[src/rtl/msx_sdram_arbiter.sv]
`default_nettype none
// ============================================================================
// Module      : msx_sdram_arbiter
// Description : Three-way SDRAM arbiter (CPU, flash engine, downloader) with
//               per-grant timeout and sticky error flags.
// Revision    : 1.0 - initial release
// ============================================================================
module msx_sdram_arbiter #(
   parameter int TIMEOUT = 1023
) (
   input  logic        clk,
   input  logic        reset,
   // CPU port
   input  logic        cpu_ce,
   input  logic        cpu_rnw,
   input  logic [26:0] cpu_addr,
   input  logic [7:0]  cpu_din,
   output logic [7:0]  cpu_dout,
   output logic        cpu_wait,
   // flash engine port
   input  logic        fl_req,
   input  logic        fl_rnw,
   input  logic [26:0] fl_addr,
   input  logic [7:0]  fl_din,
   output logic        fl_ready,
   output logic        fl_done,
   output logic [7:0]  fl_dout,
   // download port
   input  logic        dl_wr,
   input  logic [26:0] dl_addr,
   input  logic [7:0]  dl_din,
   output logic        dl_wait,
   // SDRAM controller port
   output logic        sd_req,
   output logic        sd_rnw,
   output logic [26:0] sd_addr,
   output logic [7:0]  sd_din,
   input  logic        sd_ack,
   input  logic [7:0]  sd_dout,
   // status
   output logic        timeout_err,
   output logic        dl_overrun
);

   localparam int               c_CNT_W    = $clog2(TIMEOUT + 1);
   localparam logic [c_CNT_W-1:0] c_CNT_LAST = c_CNT_W'(TIMEOUT - 1);

   localparam logic [1:0] c_IDLE    = 2'd0;
   localparam logic [1:0] c_GNT_CPU = 2'd1;
   localparam logic [1:0] c_GNT_FL  = 2'd2;
   localparam logic [1:0] c_GNT_DL  = 2'd3;

   logic [1:0]         r_state;
   logic               r_cpu_pend;
   logic               r_cpu_rnw;
   logic [26:0]        r_cpu_addr;
   logic [7:0]         r_cpu_din;
   logic               r_dl_pend;
   logic [26:0]        r_dl_addr;
   logic [7:0]         r_dl_din;
   logic               r_rr;
   logic [c_CNT_W-1:0] r_cnt;

   logic               w_cpu_req;
   logic               w_cpu_rnw;
   logic [26:0]        w_cpu_addr;
   logic [7:0]         w_cpu_din;
   logic               w_granted;
   logic               w_timeout;
   logic               w_done;
   logic [7:0]         w_rdata;
   logic               w_fl_pick;

   // A fresh strobe is served straight from the port so the grant costs no extra cycle
   assign w_cpu_req  = cpu_ce | r_cpu_pend;
   assign w_cpu_rnw  = r_cpu_pend ? r_cpu_rnw  : cpu_rnw;
   assign w_cpu_addr = r_cpu_pend ? r_cpu_addr : cpu_addr;
   assign w_cpu_din  = r_cpu_pend ? r_cpu_din  : cpu_din;

   assign w_granted  = (r_state != c_IDLE);
   assign w_timeout  = w_granted && !sd_ack && (r_cnt == c_CNT_LAST);
   assign w_done     = w_granted && (sd_ack || w_timeout);
   assign w_rdata    = sd_ack ? sd_dout : 8'hFF;
   assign w_fl_pick  = fl_req && (!r_dl_pend || !r_rr);

   assign cpu_wait   = w_cpu_req;
   assign dl_wait    = r_dl_pend;

   always_ff @(posedge clk) begin
      if (reset) begin
         r_state     <= c_IDLE;
         r_cpu_pend  <= 1'b0;
         r_cpu_rnw   <= 1'b1;
         r_cpu_addr  <= '0;
         r_cpu_din   <= '0;
         r_dl_pend   <= 1'b0;
         r_dl_addr   <= '0;
         r_dl_din    <= '0;
         r_rr        <= 1'b0;
         r_cnt       <= '0;
         sd_req      <= 1'b0;
         sd_rnw      <= 1'b1;
         sd_addr     <= '0;
         sd_din      <= '0;
         fl_ready    <= 1'b0;
         fl_done     <= 1'b0;
         cpu_dout    <= 8'hFF;
         fl_dout     <= 8'hFF;
         timeout_err <= 1'b0;
         dl_overrun  <= 1'b0;
      end else begin
         sd_req   <= 1'b0;
         fl_ready <= 1'b0;
         fl_done  <= 1'b0;

         if (cpu_ce && !r_cpu_pend) begin
            r_cpu_pend <= 1'b1;
            r_cpu_rnw  <= cpu_rnw;
            r_cpu_addr <= cpu_addr;
            r_cpu_din  <= cpu_din;
         end else if (w_done && (r_state == c_GNT_CPU)) begin
            r_cpu_pend <= 1'b0;
         end

         if (w_done && (r_state == c_GNT_DL)) begin
            r_dl_pend <= 1'b0;
         end
         if (dl_wr) begin
            if (r_dl_pend) begin
               dl_overrun <= 1'b1;
            end else begin
               r_dl_pend <= 1'b1;
               r_dl_addr <= dl_addr;
               r_dl_din  <= dl_din;
            end
         end

         if (w_timeout) begin
            timeout_err <= 1'b1;
         end

         case (r_state)
            c_IDLE: begin
               r_cnt <= '0;
               if (w_cpu_req) begin
                  r_state <= c_GNT_CPU;
                  sd_req  <= 1'b1;
                  sd_rnw  <= w_cpu_rnw;
                  sd_addr <= w_cpu_addr;
                  sd_din  <= w_cpu_din;
               end else if (w_fl_pick) begin
                  r_state  <= c_GNT_FL;
                  sd_req   <= 1'b1;
                  fl_ready <= 1'b1;
                  sd_rnw   <= fl_rnw;
                  sd_addr  <= fl_addr;
                  sd_din   <= fl_din;
                  r_rr     <= ~r_rr;
               end else if (r_dl_pend) begin
                  r_state <= c_GNT_DL;
                  sd_req  <= 1'b1;
                  sd_rnw  <= 1'b0;
                  sd_addr <= r_dl_addr;
                  sd_din  <= r_dl_din;
                  r_rr    <= ~r_rr;
               end
            end
            default: begin
               r_cnt <= r_cnt + 1'b1;
               if (w_done) begin
                  r_state <= c_IDLE;
                  // A timed-out access completes like an ack carrying 8'hFF
                  if ((r_state == c_GNT_CPU) && sd_rnw) begin
                     cpu_dout <= w_rdata;
                  end
                  if (r_state == c_GNT_FL) begin
                     fl_dout <= w_rdata;
                     fl_done <= 1'b1;
                  end
               end
            end
         endcase
      end
   end

endmodule
`default_nettype wire

[config.mk]
export PLATFORM = sky130hd
export DESIGN_NAME = msx_sdram_arbiter
export DESIGN_NICKNAME = d
export VERILOG_FILES = /design/src/rtl/msx_sdram_arbiter.sv
export SDC_FILE = /design/constraint.sdc
export NUM_CORES = 1
export LEC_CHECK = 0
export BUFFER_PORTS_ARGS = -buffer_cell sky130_fd_sc_hd__buf_4
export CORE_UTILIZATION = 39
export DETAILED_ROUTE_END_ITERATION = 10
export PLACE_DENSITY_LB_ADDON = 0.05
export SLEW_MARGIN = 40
export SYNTH_ARGS = -nofsm -noshare
export SYNTH_HDL_FRONTEND = slang
export SYNTH_SLANG_ARGS = --single-unit
[constraint.sdc]
create_clock -name clk -period 2.4 [get_ports clk]
set_input_delay 0.12 -clock clk [delete_from_list [all_inputs] [get_ports clk]]
set_output_delay 0.12 -clock clk [all_outputs]
set_load 0.03 [all_outputs]
==> impl_metrics.env <==
export IMPL_wl_per_cell_um=15.7
export IMPL_numCtsBuffers=17
export IMPL_status="completed"
export IMPL_synth_flop_cell="dfxtp_1"
export IMPL_power_leakage_nw=3.69
export IMPL_grt_max_degree=64
export IMPL_clockBufferDepth=2
export IMPL_die_x_um=126
export IMPL_antenna_cells=0
export IMPL_antenna_left=0
export IMPL_swShare_pct=28.6
export IMPL_hold_class="in2reg"
export IMPL_area_delta_synth_final_pct=47.3
export IMPL_fin_skew_ns=0.00574
export IMPL_gp_congestion=0.756
export IMPL_worstMarginPinSlew_ns=0.684
export IMPL_insertion_delay_ns=0.41
export IMPL_initial_core_util_pct=39.9
export IMPL_place_area_um2=7530
export IMPL_setup_viol=0
export IMPL_dp_hpwl_um=11800
export IMPL_worstSetupPathType="reg2reg"
export IMPL_critical_path_cell_chain="nor2_1, a21o_2, buf_4, a221oi_2, a211oi_1"
export IMPL_via_per_inst=5.15
export IMPL_clock_sinks=143
export IMPL_power_density_nw_per_um2=768
export IMPL_cts_root_buf="clkbuf_16"
export IMPL_startpoint_type="register"
export IMPL_die_height_um=126
export IMPL_synth_largest_area_cell="dfxtp_1"
export IMPL_final_area_um2=8890
export IMPL_post_route_period_util_pct=83.2
export IMPL_dieArea_um2=16000
export IMPL_fin_crit_ns=2.00
export IMPL_cp_arrival_ns=2.32
export IMPL_drcViolationCount=0
export IMPL_critPathMaxStageDelay_ns=0.47
export IMPL_fin_ws_ns=0.404
export IMPL_rows=45
export IMPL_cts_tree="yes"
export IMPL_routed_wl_um=17800
export IMPL_port_buffer_count=179
export IMPL_crit_fanout=17
export IMPL_combPwrFrac_pct=23.2
export IMPL_intPower_mw=4.87
export IMPL_ys_async_sr_fraction_pct=0
export IMPL_timing_slew_headroom_pct=54.4
export IMPL_max_freq_mhz=501
export IMPL_grt_usage_pct=22.8
export IMPL_syn_avg_cell_area_um2=8.77
export IMPL_first_global_vias=5741
export IMPL_yosysTopAreaCellShare_pct=47.4
export IMPL_ys_warn_count=0
export IMPL_num_fill_cells=1325
export IMPL_yosysMostFrequentCell="nand2_1"
export IMPL_coreArea_um2=15100
export IMPL_ys_types=38
export IMPL_ys_seq_area_share_pct=47.4
export IMPL_clkPwrFrac_pct=36.9
export IMPL_synthTopCellsByCount="nand2_1, dfxtp_1, a21oi_1, nor2_1"
export IMPL_rsz0062_at_grt="no"
export IMPL_drv_slew=0
export IMPL_p_switching_mw=1.95
export IMPL_peakVddDrop_mv=0.491
export IMPL_cp_required_ns=2.72
export IMPL_total_power_mw=6.82
export IMPL_drv_cap=0
export IMPL_whs_ns=0.0345
export IMPL_preCtsSetupSlack_ns=0.416
export IMPL_cts_clk_slew_worst_paths_ns=0.06
export IMPL_cts_htree_levels=4
export IMPL_setup_tns_ns=0
export IMPL_drive_gt1_share_pct=30.4
export IMPL_drt_first_pass_iters=5
export IMPL_seq_power_share_pct=39.9
export IMPL_synth_area_top_cells="dfxtp_1, nand2_1, mux2_2"
export IMPL_hold_viol_final=0
export IMPL_overflow=0
export IMPL_cts_setup_buffers=0
export IMPL_synth_edf_count=0
export IMPL_fin_nets=1051
export IMPL_syn_cell_area_um2=6040
export IMPL_antenna_found_initial=0
export IMPL_io_pins=180
export IMPL_crit_slowest_cell="a21o_2"
export IMPL_grt_pass1_wl_um=28800
export IMPL_drtIter0Drc=289
export IMPL_num_vias=5814
export IMPL_endpoint_kind="register"
export IMPL_synth_cells=688
export IMPL_ys_ff_latch=143
export IMPL_syn_num_nets=811
==> per-layer routing <==
metal  GRT usage, %  vias up  wire (um)
li1               -     2882          -
met1           26.5     2760       7550
met4           7.16        0        227
met2           41.4      151       9090
met3           5.10       21        892
met5              0        -          0
==> power groups by stage <==
| stage | clock network [mW] | logic, mW | registers (mW) |
|---|---|---|---|
| final | 2.52 | 1.59 | 2.72 |
| after global routing | 2.69 | 1.71 | 2.75 |
| after CTS | 2.57 | 1.60 | 2.72 |
| after detailed placement | 0 | 1.48 | 2.77 |
| after global placement | 0 | 1.46 | 2.76 |
| after floorplan | 0 | 0.717 | 2.97 |
==> layout make-up <==
cell class / instances / area (um^2) / area share, %
multi-input cells: 487 / 2930 / 32.9
repair buffers: 274 / 2280 / 25.7
flip-flops and latches: 143 / 2860 / 32.2
inverters: 5 / 18.8 / 0.211
clock inverters: 7 / 85.1 / 0.957
well taps: 188 / 235 / 2.65
clock buffers: 25 / 475 / 5.35
==> final timing paths <==
kind / from / end / slack, ns / cells after the start
max reg2reg: dl_wait$_SDFF_PP0_ / sd_addr[15]$_SDFFE_PP0P_ / 0.40 / 5
min reg2reg: r_dl_addr[22]$_SDFFE_PP0P_ / r_dl_addr[22]$_SDFFE_PP0P_ / 0.45 / 2
max: dl_wait$_SDFF_PP0_ / sd_addr[15]$_SDFFE_PP0P_ / 0.40 / 5
min: sd_ack / fl_done$_SDFF_PP0_ / 0.03 / 3
==> flip-flops by register name, indices dropped and copies added (netlist names) <==
name         flops
sd_req           1
r_dl_addr       27
sd_rnw           1
sd_din           8
r_cpu_addr      27
r_state          2
dl_overrun       1
r_rr             1
sd_addr         27
fl_done          1
fl_ready         1
r_dl_din         8
timeout_err      1
r_cpu_rnw        1
r_cpu_pend       1
fl_dout          8
cpu_dout         8
dl_wait          1
r_cnt           10
r_cpu_din        8
==> cell families after synthesis <==
group | Yosys count | synth area share (%)
multiplexers | 35 | 6.53
AND/OR/NAND/NOR | 266 | 17.6
AO/OA/AOI/OAI | 176 | 22.1
buffers and inverters | 58 | 4.68
adder cells (fa/ha/maj) | 2 | 0.415
flip-flops | 143 | 47.4
XOR/XNOR | 8 | 1.16
==> cells in the final DEF, fill, tap and decap left out, drive strengths merged, types with 4 or more instances in the layout <==
| master | netlist | routed |
|---|---|---|
| nor2 | 60 | 60 |
| and4 | 4 | 4 |
| nand2 | 182 | 182 |
| clkinv | 2 | 7 |
| dfxtp | 143 | 143 |
| dlygate4sd3 | 0 | 80 |
| a21oi | 76 | 76 |
| xor2 | 6 | 6 |
| a221oi | 35 | 35 |
| mux2 | 35 | 35 |
| clkbuf | 30 | 25 |
| a211oi | 35 | 35 |
| o21ai | 6 | 6 |
| a2bb2oi | 16 | 16 |
| buf | 23 | 194 |
==> worst max-delay path, delay by kind of cell (launching register included) <==
kind | cells | cell delay (ns)
simple gates | 1 | 0.36
buf+inv | 1 | 0.34
compound gates | 3 | 0.77
flops | 1 | 0.41
==> per-stage QoR <==
stage                     util, %  std cells
after CTS                    58.7       1129
after global routing         58.7       1129
final                        58.7       1129
after floorplan                 -        688
after global placement       49.7       1017
after detailed placement     49.7       1017
==> what timing repair did <==
| item | 4_1_cts | 5_1_grt |
|---|---|---|
| endpoints found under the hold margin | 87 | 0 |
| hold buffers | 80 | 0 |
| resized for setup | 0 | 0 |
Power figures use the tool's default switching activity.
